<file path="config.mk">
export PLATFORM = sky130hd
export DESIGN_NAME = freg_addr_seq
export DESIGN_NICKNAME = d
export VERILOG_FILES = /design/src/rtl/freg_addr_seq.sv
export SDC_FILE = /design/constraint.sdc
export NUM_CORES = 1
export LEC_CHECK = 0
export CORE_MARGIN = 4
export CORE_UTILIZATION = 45
export CTS_CLUSTER_SIZE = 30
export DETAILED_ROUTE_END_ITERATION = 6
export PLACE_DENSITY_LB_ADDON = 0.1
export SLEW_MARGIN = 10
export SYNTH_ARGS = -nofsm -noshare
export SYNTH_HDL_FRONTEND = slang
export SYNTH_SLANG_ARGS = --single-unit
</file>
<file path="constraint.sdc">
create_clock -name clk -period 1.59 [get_ports clk]
set_clock_uncertainty 0.1 [all_clocks]
set_input_delay 0.2385 -clock clk [delete_from_list [all_inputs] [get_ports clk]]
set_output_delay 0.2385 -clock clk [all_outputs]
set_load 0.02 [all_outputs]
</file>
<file path="src/rtl/freg_addr_seq.sv">
// freg_addr_seq: modulo-DEPTH read-address sequencer for the frequency table.
// Supports wrap, one-shot and ping-pong sweeps with a stride latched on start.
// All outputs are registered; busy marks the cycles in which addr is valid.
module freg_addr_seq #(
  parameter int unsigned ADDR_W = 3,
  parameter int unsigned DEPTH  = 8
) (
  input  logic              clk,
  input  logic              rst,
  input  logic              start,
  input  logic              stop,
  input  logic              en,
  input  logic [1:0]        mode,
  input  logic [ADDR_W-1:0] step,
  output logic [ADDR_W-1:0] addr,
  output logic              busy,
  output logic              wrap,
  output logic              done
);

  localparam logic ST_IDLE = 1'b0;
  localparam logic ST_RUN  = 1'b1;

  localparam logic [1:0] MODE_ONESHOT  = 2'd1;
  localparam logic [1:0] MODE_PINGPONG = 2'd2;

  // DEPTH may equal 2**ADDR_W, so comparisons need one extra bit.
  localparam logic [ADDR_W:0]   DEPTH_EXT = (ADDR_W + 1)'(DEPTH);
  localparam logic [ADDR_W-1:0] LAST_ADDR = ADDR_W'(DEPTH - 1);
  localparam logic [ADDR_W-1:0] PEN_ADDR  = ADDR_W'(DEPTH - 2);
  localparam logic [ADDR_W-1:0] ONE       = ADDR_W'(1);

  logic              state_q, state_d;
  logic [ADDR_W-1:0] addr_q, addr_d;
  logic              dir_q, dir_d;     // 0 = counting up, 1 = counting down
  logic [1:0]        mode_q, mode_d;
  logic [ADDR_W-1:0] step_q, step_d;   // never zero once latched
  logic              wrap_q, wrap_d;
  logic              done_q, done_d;

  logic [ADDR_W:0]   sum;
  logic [ADDR_W:0]   sum_wrapped;

  assign sum         = {1'b0, addr_q} + {1'b0, step_q};
  assign sum_wrapped = sum - DEPTH_EXT;

  // Next-state decode; priority is stop, then start, then advance.
  always_comb begin
    state_d = state_q;
    addr_d  = addr_q;
    dir_d   = dir_q;
    mode_d  = mode_q;
    step_d  = step_q;
    wrap_d  = 1'b0;
    done_d  = 1'b0;

    if (stop) begin
      state_d = ST_IDLE;
      addr_d  = '0;
      dir_d   = 1'b0;
    end else if (start) begin
      state_d = ST_RUN;
      addr_d  = '0;
      dir_d   = 1'b0;
      mode_d  = mode;
      step_d  = (step == '0) ? ONE : step;
    end else if (state_q == ST_RUN && en) begin
      case (mode_q)
        MODE_ONESHOT: begin
          if (sum >= DEPTH_EXT) begin
            state_d = ST_IDLE;
            addr_d  = '0;
            dir_d   = 1'b0;
            done_d  = 1'b1;
          end else begin
            addr_d = sum[ADDR_W-1:0];
          end
        end
        MODE_PINGPONG: begin
          if (!dir_q) begin
            if (addr_q == LAST_ADDR) begin
              dir_d  = 1'b1;
              addr_d = PEN_ADDR;
              wrap_d = 1'b1;
            end else begin
              addr_d = addr_q + ONE;
            end
          end else begin
            if (addr_q == '0) begin
              dir_d  = 1'b0;
              addr_d = ONE;
              wrap_d = 1'b1;
            end else begin
              addr_d = addr_q - ONE;
            end
          end
        end
        // Wrap mode; the reserved encoding behaves the same way.
        default: begin
          if (sum >= DEPTH_EXT) begin
            addr_d = sum_wrapped[ADDR_W-1:0];
            wrap_d = 1'b1;
          end else begin
            addr_d = sum[ADDR_W-1:0];
          end
        end
      endcase
    end
  end

  // State and output registers with asynchronous reset.
  always_ff @(posedge clk or posedge rst) begin
    if (rst) begin
      state_q <= ST_IDLE;
      addr_q  <= '0;
      dir_q   <= 1'b0;
      mode_q  <= 2'd0;
      step_q  <= ONE;
      wrap_q  <= 1'b0;
      done_q  <= 1'b0;
    end else begin
      state_q <= state_d;
      addr_q  <= addr_d;
      dir_q   <= dir_d;
      mode_q  <= mode_d;
      step_q  <= step_d;
      wrap_q  <= wrap_d;
      done_q  <= done_d;
    end
  end

  assign addr = addr_q;
  assign busy = (state_q == ST_RUN);
  assign wrap = wrap_q;
  assign done = done_q;

endmodule

</file>
# == Word level (Yosys, flattened, before mapping) ==
# Cells that the tools add are included.
# word_totals
reg_bits,12
latch_bits,0
ramBits,0
mem_bits_ro,0
in_bits,10
out_inout_bits,6
wordCells,60
n_memories,0
# op_classes
add_sub_neg,4
n_mul,0
div,0
magnitude_cmp,1
n_eq_ne,4
shift,0
n_mux,33
n_bitwise,1
reduce_logical,10
# op_table
op,n
3-bit 2-to-1 mux,9
1-bit 2-to-1 mux,21
3-bit nonzero test,3
3-bit logical NOT,2
3-bit case mux with 2 select lines,1
3-bit AND reduction,2
3-bit by 1-bit subtractor with 3-bit output (second input constant),2
3-bit by 3-bit adder with 4-bit output,1
4-bit greater-or-equal comparator (second input constant),1
4-bit != test (second input constant),1
1-bit case mux with 2 select lines,2
4-bit nonzero test,1
3-bit by 1-bit adder with 3-bit output (second input constant),1
3-bit == test (second input constant),1
2-bit by 1-bit == test with 1-bit output (second input constant),1
2-bit == test (second input constant),1
2-bit AND reduction,1
1-bit logical AND,1
1-bit inverter,1

# == Longest topological paths before layout ==
# Gate-level depths: netlist of the first run.
# logic_depth
depth_word,7
mapped_depth,6
mapped_depth_nobuf,6

# == Least setup slack after synthesis of the first run ==
# OpenSTA, ideal clock, no wires.
# synth_timing
kind,reg2reg
startpoint,register addr_q[1] (netlist: addr[1])
endpoint,register addr_q[0] (netlist: addr[0])
setup_ps,134
arrival_time_ps,1625
required_time_ps,1356
path_slack_ps,-268
stages_incl_launch_ff,6
path_buffers,0
synth_period_minus_slack_ps,1858
cell_sequence,dfrtp_1 > ha_1 > a21oi_1 > a221o_1 > a221oi_2 > a2111oi_2
# synth_between
elab_chain_len,7
word_cells_on_any_way,13
classes_between,1 x add/sub; 1 x order compare; 1 x eq/ne; 9 x mux; 1 x reduce/logical
# synth_rtl
element,line,rtl
from (decl),34,"logic [ADDR_W-1:0] addr_q, addr_d;"
from (signal assigned),123,addr_q <= addr_d;
3-bit by 3-bit adder with 4-bit output (tied with other cells),44,"assign sum = {1'b0, addr_q} + {1'b0, step_q};"
4-bit greater-or-equal comparator (tied with other cells),"70, 100",
3-bit 2-to-1 mux (on tied branches),"100, 70, 80",
3-bit case mux with 2 select lines (*),68,case (mode_q)
3-bit 2-to-1 mux (*),67,end else if (state_q == ST_RUN && en) begin
3-bit 2-to-1 mux (*),61,end else if (start) begin
3-bit 2-to-1 mux (*),57,if (stop) begin
# Mark *: on every way between the ends. The rest lies on a longest branch, timed or not. The select of a mux whose other input is x is not followed.
# A chain may end at the register's enable or synchronous reset.

# == Worst setup path after layout of the first run ==
# Same ends and word-level chain as after synthesis.

==> run summary, run 1 <==
GR Layer Usage met3 -> 0.0356
path type of the worst setup path -> reg -> reg
final setup violating endpoints -> 6
worst path bufs/invs -> 0
port buffer count -> 15
Tmin final -> 1.75 ns
worst path required time -> 1.65 ns
CTS Hold Bufs -> 0
grt met1 use -> 0.225
core region area -> 1710 µm²
clock root cell -> clkbuf_4
maximum VDD drop -> 0.408 mV
final setup margin -> -0.155 ns
initial antenna violation count -> 0
Yosys warning total -> 0
Syn Area/Cell -> 9.07 µm²
Worst path max stage delay -> 0.45 ns
Starting Density -> 0.473
post-layout util -> 0.730
CTS buffer count -> 3
Bufs on Longest Clock Path -> 2
vias in the first global route -> 747
Main synth FF type -> dfrtp_1
largest net degree at the start of global routing -> 13
H-tree depth -> 1
clock sink count -> 12
CP max stage cell -> dfrtp_2
WL final -> 2090 µm
# IOs -> 16
Nets -> 148
ANT nets after route -> 0
post-synthesis sequential area ratio -> 0.374
chip height -> 50.4 µm
worst min-delay path class -> in -> async
Global Route met2 Usage -> 0.285
MaxCap Viol Count -> 0
crit path launch -> addr[1]$_DFFE_PP0P_
fmax -> 573 MHz
share of layout cells above drive strength 1 -> 0.352
crit share post-route -> 1.10
Via Count -> 792
Layout area overhead -> 54.4%
async set-reset flop share out of synthesis -> 1.00
Synth area leaders -> dfrtp_1, ha_1, nand2_1
delay-heaviest family, CP -> compound AO/OA/AOI/OAI gates
synthesized flop and latch total -> 12
EDFF count, synth -> 0
Post-Syn Instances -> 89
syn nets -> 108
WHS -> 0.155 ns
setup TNS -> -0.747 ns
CP Capture Type -> flip-flop
status -> finished with violations
die span in x -> 50.4 µm
TritonRoute pass-1 iters -> 4
row count -> 15
n_diodes -> 0
Clk pin slew, worst setup/hold paths -> 0.08 ns
CP max FO -> 4
PwrDens -> 636 nW/µm²
post-synth top area share -> 0.341
drt drc -> 0
Fin. Hold Viols -> 0
placed wire-length estimate -> 1560 µm
Startpoint Class -> flip-flop
CTS tree -> yes
gr usage total -> 0.174
total gr overflow -> 0
measured slew at the worst slew-check pin -> 0.459 ns
fin. max-slew vios -> 0
CP arrival -> 1.81 ns
Reg2Reg Launch Point -> addr[1]$_DFFE_PP0P_
unrepaired setup endpoints after global routing -> yes
die area -> 2540 µm²
Final GP Congestion -> 0.758
most common cell after layout, fill and taps aside -> buf_4
synth unique cells -> 31
most frequent cells in the layout -> buf_4, nand2_1, clkdlybuf4s50_1, o21ai_0, dfrtp_1
failing checks -> negative setup slack
first-pass GRT wire length -> 3310 µm
layer with the highest usage -> met2
Lkg Pwr -> 0.000568 µW
worst skew pair latency -> 0.28 ns
slew margin rel. -> 0.694
first-iteration detailed-routing DRC count -> 12
cell accounting for the most synthesized area -> dfrtp_1
Syn Std Cell Area -> 807 µm²
routed vias/inst -> 5.18
worst-path cell chain -> ha_4 > a21oi_4 > a221o_1 > a221oi_2 > a2111oi_2
per-cell routed wire length -> 13.7 µm
[routing by layer]
metal  vias up  part of all wire
met5         -                 0
met2        17              0.53
li1        393                 -
met4         0             0.018
met1       376              0.42
met3         6             0.036
[per-stage QoR]
step | instances | area (µm²) | setup slack [ns] | total power (µW)
6_report | 153 | 1250 | -0.155 | 792
2_1_floorplan | 89 | 847 | -0.129 | 457
4_1_cts | 150 | 1190 | -0.136 | 772
3_5_place_dp | 146 | 1160 | -0.146 | 569
3_3_place_gp | 146 | 1160 | -0.117 | 563
5_1_grt | 153 | 1250 | -0.194 | 835
[flip-flops by register name (all words and copies together) (netlist names)]
name    flops
addr        3
busy        1
dir_q       1
done        1
mode_q      2
step_q      3
wrap        1
[layout make-up]
class,count,area (µm²)
Sequential cell,12,305
Fill cell,124,462
Inverter,7,26.3
Clock buffer,4,26.3
Multi-Input combinational cell,69,553
Tap cell,25,31.3
Timing Repair Buffer,36,304
[where the power goes]
group	switching (µW)	leakage (µW)	internal, µW	total, µW
Clock	113	0.0000150	97.5	210
Combinational	105	0.000402	130	234
Sequential	20.0	0.000151	328	348
Total	237	0.000568	555	792
[path summary, 6_finish.rpt]
check | to | slack [ns] | cells after the start
worst min register to register | step_q[0]$_DFFE_PP1P_ | 0.38 | 2
max in group asynchronous | addr[2]$_DFFE_PP0P_ | 0.89 | 2
worst max-delay path | addr[0]$_DFFE_PP0P_ | -0.16 | 5
min in group clk | step_q[0]$_DFFE_PP1P_ | 0.38 | 2
worst min-delay path | mode_q[1]$_DFFE_PP0P_ | 0.16 | 2
worst max register to register | addr[0]$_DFFE_PP0P_ | -0.16 | 5
[cells in the mapped netlist (all sizes together) (2+ instances only)]
master / n
inv: 7
nand3: 3
nor2: 7
a22o: 2
o21ai: 9
nand2: 15
ha: 8
nor2b: 6
dfrtp: 11
a21boi: 2
[repair_timing]
action | in CTS | in global routing
pin swaps | 1 | 3
resized for setup | 9 | 8
setup buffers | 0 | 3
hold endpoints to repair | 0 | 0
endpoints found under the setup margin | 8 | 6
gates cloned | 0 | 0
[cell families (layout without fill, tap and decap cells)]
family	after synthesis	after routing	share of synthesized area
simple gates	35	35	0.205
compound gates	24	24	0.223
flops	12	12	0.374
fa+ha+maj	9	9	0.149
buf+inv	8	47	0.0388
xor+xnor	1	1	0.0109
No activity file was read; power rests on OpenSTA's default activity.
==> run 2, diff against run 1 <==
--- a/config.mk
+++ b/config.mk
@@ -5,12 +5,14 @@
 export SDC_FILE = /design/constraint.sdc
 export NUM_CORES = 1
 export LEC_CHECK = 0
+export CELL_PAD_IN_SITES_DETAIL_PLACEMENT = 1
+export CELL_PAD_IN_SITES_GLOBAL_PLACEMENT = 1
 export CORE_MARGIN = 4
-export CORE_UTILIZATION = 45
+export CORE_UTILIZATION = 33
 export CTS_CLUSTER_SIZE = 30
 export DETAILED_ROUTE_END_ITERATION = 6
 export PLACE_DENSITY_LB_ADDON = 0.1
-export SLEW_MARGIN = 10
+export SLEW_MARGIN = 20
 export SYNTH_ARGS = -nofsm -noshare
 export SYNTH_HDL_FRONTEND = slang
 export SYNTH_SLANG_ARGS = --single-unit
==> run 2 against run 1 <==
  * The run still ends with negative setup slack left
  * Cell area increased by 5.2%
  * Maximum frequency increased by 1.8%
  * Via count increased by 3.0%
==> run summary, run 2 (synthesis results as in run 1) <==
status -> finished with violations
failing checks -> negative setup slack
Comb pwr share -> 0.311 (+0.015)
Starting Density -> 0.355 (-0.118)
port buffer count -> 15 (unchanged)
PwrDens -> 667 nW/µm² (+4.9%)
initial antenna violation count -> 0 (unchanged)
Sequential Power Share -> 0.400 (-0.039)
CP Capture Type -> flip-flop
gr usage total -> 0.160 (-0.0144)
vias in the first global route -> 877 (+17%)
fmax -> 583 MHz (+1.8%)
delay-heaviest family, CP -> compound AO/OA/AOI/OAI gates
Via Count -> 816 (+3.0%)
Nets -> 151 (+2.0%)
CP arrival -> 1.78 ns (-0.03 ns)
CTS tree -> yes
R2R Path End -> addr[0]$_DFFE_PP0P_
Final GP Congestion -> 0.836 (+10%)
Sw Ratio -> 0.293 (-0.00664)
Bufs on Longest Clock Path -> 2 (unchanged)
total gr overflow -> 0 (unchanged)
worst path required time -> 1.65 ns (about the same)
Lkg Pwr -> 0.000624 µW (+9.8%)
largest net degree at the start of global routing -> 13 (unchanged)
maximum VDD drop -> 0.466 mV (+14%)
Net Sw Power -> 256 µW (+7.9%)
die area -> 3300 µm² (+30%)
area occupied by multi-input gates -> 577 µm² (+4.3%)
MaxCap Viol Count -> 0 (unchanged)
most common cell after layout, fill and taps aside -> buf_4
worst min-delay path class -> in -> async
Reg2Reg Launch Point -> addr[1]$_DFFE_PP0P_
crit share post-route -> 1.08 (-0.0195)
unrepaired setup endpoints after global routing -> yes
TritonRoute pass-1 iters -> 5 (+1)
P_int -> 618 µW (+11%)
Worst path max stage delay -> 0.45 ns (about the same)
die span in x -> 57.5 µm (+14%)
first-iteration detailed-routing DRC count -> 14 (+2)
chip height -> 57.5 µm (+14%)
final setup violating endpoints -> 4 (-2)
n_diodes -> 0 (unchanged)
DP Worst Slack -> -0.162 ns (-0.0160 ns)
WL final -> 2390 µm (+14%)
Startpoint Class -> flip-flop
routed vias/inst -> 5.13 (-0.86%)
clock root cell -> clkbuf_4
CTS buffer count -> 3 (unchanged)
path type of the worst setup path -> reg -> reg
row count -> 17 (+2)
Fin. Hold Viols -> 0 (unchanged)
most frequent cells in the layout -> buf_4, nand2_1, clkdlybuf4s50_1, dfrtp_1, nor2_1
worst skew pair latency -> 0.28 ns (about the same)
H-tree depth -> 1 (unchanged)
fillcell total -> 266 (+110%)
Layout area overhead -> 62.5%
CP max stage cell -> dfrtp_2
total chip power -> 875 µW (+10%)
# IOs -> 16 (unchanged)
CP max FO -> 4 (unchanged)
slew margin rel. -> 0.671 (-0.0231)
ANT nets after route -> 0 (unchanged)
worst reg2reg setup slack -> -0.12 ns (+0.03 ns)
placed wire-length estimate -> 1860 µm (+19%)
fin. max-slew vios -> 0 (unchanged)
measured slew at the worst slew-check pin -> 0.494 ns (+0.0346 ns)
worst path bufs/invs -> 0 (unchanged)
core region area -> 2280 µm² (+33%)
drt drc -> 0 (unchanged)
per-cell routed wire length -> 15.0 µm (+9.8%)
register area -> 305 µm² (unchanged)
cell count along the critical path -> 5 (unchanged)
clock power share -> 0.289 (+0.024)
Reg2Reg Depth -> 5 (unchanged)
Tmin final -> 1.71 ns (-0.0311 ns)
Clk pin slew, worst setup/hold paths -> 0.09 ns (about the same)
final setup margin -> -0.124 ns (+0.0311 ns)
worst-path cell chain -> ha_4 > a21oi_2 > a221o_1 > a221oi_2 > a2111oi_2
share of layout cells above drive strength 1 -> 0.405 (+0.0530)
clock sink count -> 12 (unchanged)
first-pass GRT wire length -> 4040 µm (+22%)
-- run 2: cell count changes in the layout (fill, tap and decap cells not counted), sizes merged --
cell | before | now
dlymetal6s2s | 0 | 2
clkdlybuf4s50 | 11 | 9
buf | 21 | 24
-- run 2: timing repair --
item,in CTS,in global routing
endpoints found under the setup margin,8,9
pin swaps,2,4
resized for setup,12,14
hold endpoints to repair,0,0
buffers inserted,2,1
hold buffers,0,0
-- run 2: metal layers --
metal	wire length, µm	track usage	share of wire	up-vias
li1	-	-	-	404
met1	991	0.184	0.42	400
met2	1310	0.297	0.55	10
met3	68	0.0271	0.028	2
met4	14	0.0497	0.0059	0
met5	0	0	0	-
-- run 2: layout make-up --
class                      instances  share of cell area
timing repair buffer              39               0.253
sequential                        12               0.233
multi-input combinational         69               0.440
inverter                           7              0.0200
clock buffer                       4              0.0277
tap                               28              0.0267
-- run 2: through the flow --
step / setup TNS (ns) / instances / hold WS [ns] / cell area [µm²] / utilization
3_3_place_gp: -0.354 / 152 / 0.347 / 1180 / 0.521
5_1_grt: -0.610 / 159 / 0.202 / 1310 / 0.576
4_1_cts: -0.385 / 158 / 0.189 / 1260 / 0.555
3_5_place_dp: -0.510 / 152 / 0.353 / 1180 / 0.521
2_1_floorplan: -0.427 / 89 / 0.00228 / 847 / -
6_report: -0.399 / 159 / 0.176 / 1310 / 0.576
-- run 2: worst max path at each step --
stage                               start             endpoint  slack, ns
finish                addr[1]$_DFFE_PP0P_  addr[0]$_DFFE_PP0P_      -0.12
global placement    step_q[0]$_DFFE_PP1P_  addr[0]$_DFFE_PP0P_      -0.11
CTS                   addr[1]$_DFFE_PP0P_  addr[0]$_DFFE_PP0P_      -0.13
detailed placement  step_q[0]$_DFFE_PP1P_  addr[0]$_DFFE_PP0P_      -0.16
global route          addr[0]$_DFFE_PP0P_  addr[0]$_DFFE_PP0P_      -0.19
floorplan             addr[1]$_DFFE_PP0P_  addr[2]$_DFFE_PP0P_      -0.13
-- run 2: power groups by stage --
| stage | combinational, µW | sequential, µW | clock (µW) |
|---|---|---|---|
| final | 272 | 350 | 253 |
| after global routing | 300 | 352 | 273 |
| after CTS | 255 | 348 | 261 |
| after detailed placement | 230 | 352 | 0 |
| after global placement | 225 | 349 | 0 |
| after floorplan | 103 | 354 | 0 |
==> run 3, diff against run 2 <==
--- a/config.mk
+++ b/config.mk
@@ -11,8 +11,8 @@
 export CORE_UTILIZATION = 33
 export CTS_CLUSTER_SIZE = 30
 export DETAILED_ROUTE_END_ITERATION = 6
+export MAX_ROUTING_LAYER = met4
 export PLACE_DENSITY_LB_ADDON = 0.1
-export SLEW_MARGIN = 20
 export SYNTH_ARGS = -nofsm -noshare
 export SYNTH_HDL_FRONTEND = slang
 export SYNTH_SLANG_ARGS = --single-unit
==> run 3 against run 2 <==
  * The flow still finishes with violations (negative setup slack)
  * Combinational power hardly changed
  * Non-clock buffer count stayed put
  * Sequential cell count stayed put
  * First-iteration DRC count stayed put
  * Hold slack worse by 0.0026 ns
  * Global-route usage is 0.48 points higher
  * Maximum frequency hardly changed
  * Final cell count stayed put
  * Wire length is 0.34% higher
  * Setup slack worse by 0.0015 ns
  * Cell area stayed put
  * Sequential power hardly changed
  * Highest routed layer unchanged
==> run summary, run 3 (synthesis results as in run 1) <==
measured slew at the worst slew-check pin -> 0.493 ns (-0.000581 ns)
Worst path max stage delay -> 0.45 ns (about the same)
fin. max-slew vios -> 0 (unchanged)
gr usage total -> 0.165 (+0.00481)
CP max stage cell -> dfrtp_2
fmax -> 583 MHz (about the same)
WL final -> 2400 µm (+0.34%)
Final GP Congestion -> 0.849 (+1.5%)
R2R Path End -> addr[0]$_DFFE_PP0P_
CTS tree -> yes
fillcell total -> 266 (unchanged)
worst skew pair latency -> 0.28 ns (about the same)
routed vias/inst -> 5.13 (-0.12%)
Nets -> 151 (unchanged)
# IOs -> 16 (unchanged)
MaxCap Viol Count -> 0 (unchanged)
first-iteration detailed-routing DRC count -> 14 (unchanged)
Lkg Pwr -> 0.000624 µW (unchanged)
maximum VDD drop -> 0.463 mV (-0.44%)
n_diodes -> 0 (unchanged)
share of layout cells above drive strength 1 -> 0.405 (unchanged)
Fin. Hold Viols -> 0 (unchanged)
Reg2Reg Launch Point -> addr[1]$_DFFE_PP0P_
slew margin rel. -> 0.671 (about the same)
Startpoint Class -> flip-flop
delay-heaviest family, CP -> compound AO/OA/AOI/OAI gates
placed wire-length estimate -> 1860 µm (unchanged)
Bufs on Longest Clock Path -> 2 (unchanged)
clock sink count -> 12 (unchanged)
Starting Density -> 0.355 (unchanged)
die span in x -> 57.5 µm (unchanged)
crit path launch -> addr[1]$_DFFE_PP0P_
Via Count -> 815 (-0.12%)
chip height -> 57.5 µm (unchanged)
initial antenna violation count -> 0 (unchanged)
first-pass GRT wire length -> 4040 µm (unchanged)
final setup violating endpoints -> 4 (unchanged)
PwrDens -> 668 nW/µm² (+0.12%)
CTS buffer count -> 3 (unchanged)
register area -> 305 µm² (unchanged)
cell count along the critical path -> 5 (unchanged)
most common cell after layout, fill and taps aside -> buf_4
CP max FO -> 4 (unchanged)
total gr overflow -> 0 (unchanged)
crit share post-route -> 1.08 (about the same)
post-layout util -> 0.576 (unchanged)
Reg2Reg Depth -> 5 (unchanged)
worst reg2reg setup slack -> -0.13 ns (about the same)
vias in the first global route -> 877 (unchanged)
Clk pin slew, worst setup/hold paths -> 0.08 ns (about the same)
failing checks -> negative setup slack
final setup margin -> -0.126 ns (-0.00151 ns)
largest net degree at the start of global routing -> 13 (unchanged)
Tmin final -> 1.72 ns (+0.00151 ns)
Worst Setup EP -> addr[0]$_DFFE_PP0P_
worst min-delay path class -> in -> async
port buffer count -> 15 (unchanged)
CP Capture Type -> flip-flop
dpl cell area -> 1180 µm² (unchanged)
total chip power -> 876 µW (+0.12%)
status -> finished with violations
drt drc -> 0 (unchanged)
worst-path cell chain -> ha_4 > a21oi_2 > a221o_1 > a221oi_2 > a2111oi_2
per-cell routed wire length -> 15.1 µm (+0.34%)
core region area -> 2280 µm² (unchanged)
ANT nets after route -> 0 (unchanged)
CP arrival -> 1.78 ns (about the same)
Layout area overhead -> 62.5% (unchanged)
area occupied by multi-input gates -> 577 µm² (unchanged)
TritonRoute pass-1 iters -> 4 (-1)
die area -> 3300 µm² (unchanged)
Finished Cell Area -> 1310 µm² (unchanged)
H-tree depth -> 1 (unchanged)
clock root cell -> clkbuf_4
path type of the worst setup path -> reg -> reg
worst path bufs/invs -> 0 (unchanged)
most frequent cells in the layout -> buf_4, nand2_1, clkdlybuf4s50_1, dfrtp_1, nor2_1
worst path required time -> 1.65 ns (about the same)
row count -> 17 (unchanged)
unrepaired setup endpoints after global routing -> yes
run 3: cell counts in the layout (fill, tap and decap cells not counted):
No cell type changed its count.
run 3: worst min-delay path by stage:
stage	from	to	slack (ns)	cells past startpoint
after floorplan	rst	busy$_DFFE_PP0P_	0.002	1
after global placement	step_q[0]$_DFFE_PP1P_	step_q[0]$_DFFE_PP1P_	0.35	2
after detailed placement	step_q[0]$_DFFE_PP1P_	step_q[0]$_DFFE_PP1P_	0.35	2
after CTS	rst	wrap$_DFF_PP0_	0.19	2
after global routing	rst	wrap$_DFF_PP0_	0.20	2
final	rst	wrap$_DFF_PP0_	0.17	2
run 3: what timing repair did:
action,CTS,global route
setup endpoints to repair,8,9
gates cloned,0,0
gates resized for setup,12,14
pin swaps,2,4
setup buffers,2,1
hold buffers,0,0
run 3: metal layers:
layer,track usage,wire (µm),vias up,share of wire
met5,-,0,-,0
met4,0.0497,27,0,0.011
met3,0.0271,84,4,0.035
met2,0.297,1310,13,0.55
met1,0.184,976,394,0.41
li1,-,-,404,-
run 3: cell type report:
type	count	share of cell area
repair buffers	39	0.253
clock buffers	4	0.0277
flip-flops and latches	12	0.233
inverters	7	0.0200
well taps	28	0.0267
multi-input cells	69	0.440
run 3: per-stage QoR:
stage               TNS [ns]  setup slack (ns)  hold WS [ns]  cells
CTS                   -0.385            -0.128         0.189    158
global placement      -0.354            -0.107         0.347    152
global route          -0.610            -0.186         0.202    159
detailed placement    -0.510            -0.162         0.353    152
floorplan             -0.427            -0.129       0.00228     89
finish                -0.404            -0.126         0.174    159
run 3: report_power, final:
part	switching, µW	leakage (µW)	total [µW]	internal [µW]
combinational	120	0.000452	271	151
sequential	22.1	0.000151	350	328
clock	115	0.0000210	254	139
run 3: worst reg2reg max path, cell delays in order (launching register included):
cell and delay, ns:
dfrtp_2 0.45, ha_4 0.27, a21oi_2 0.05, a221o_1 0.37, a221oi_2 0.30, a2111oi_2 0.06
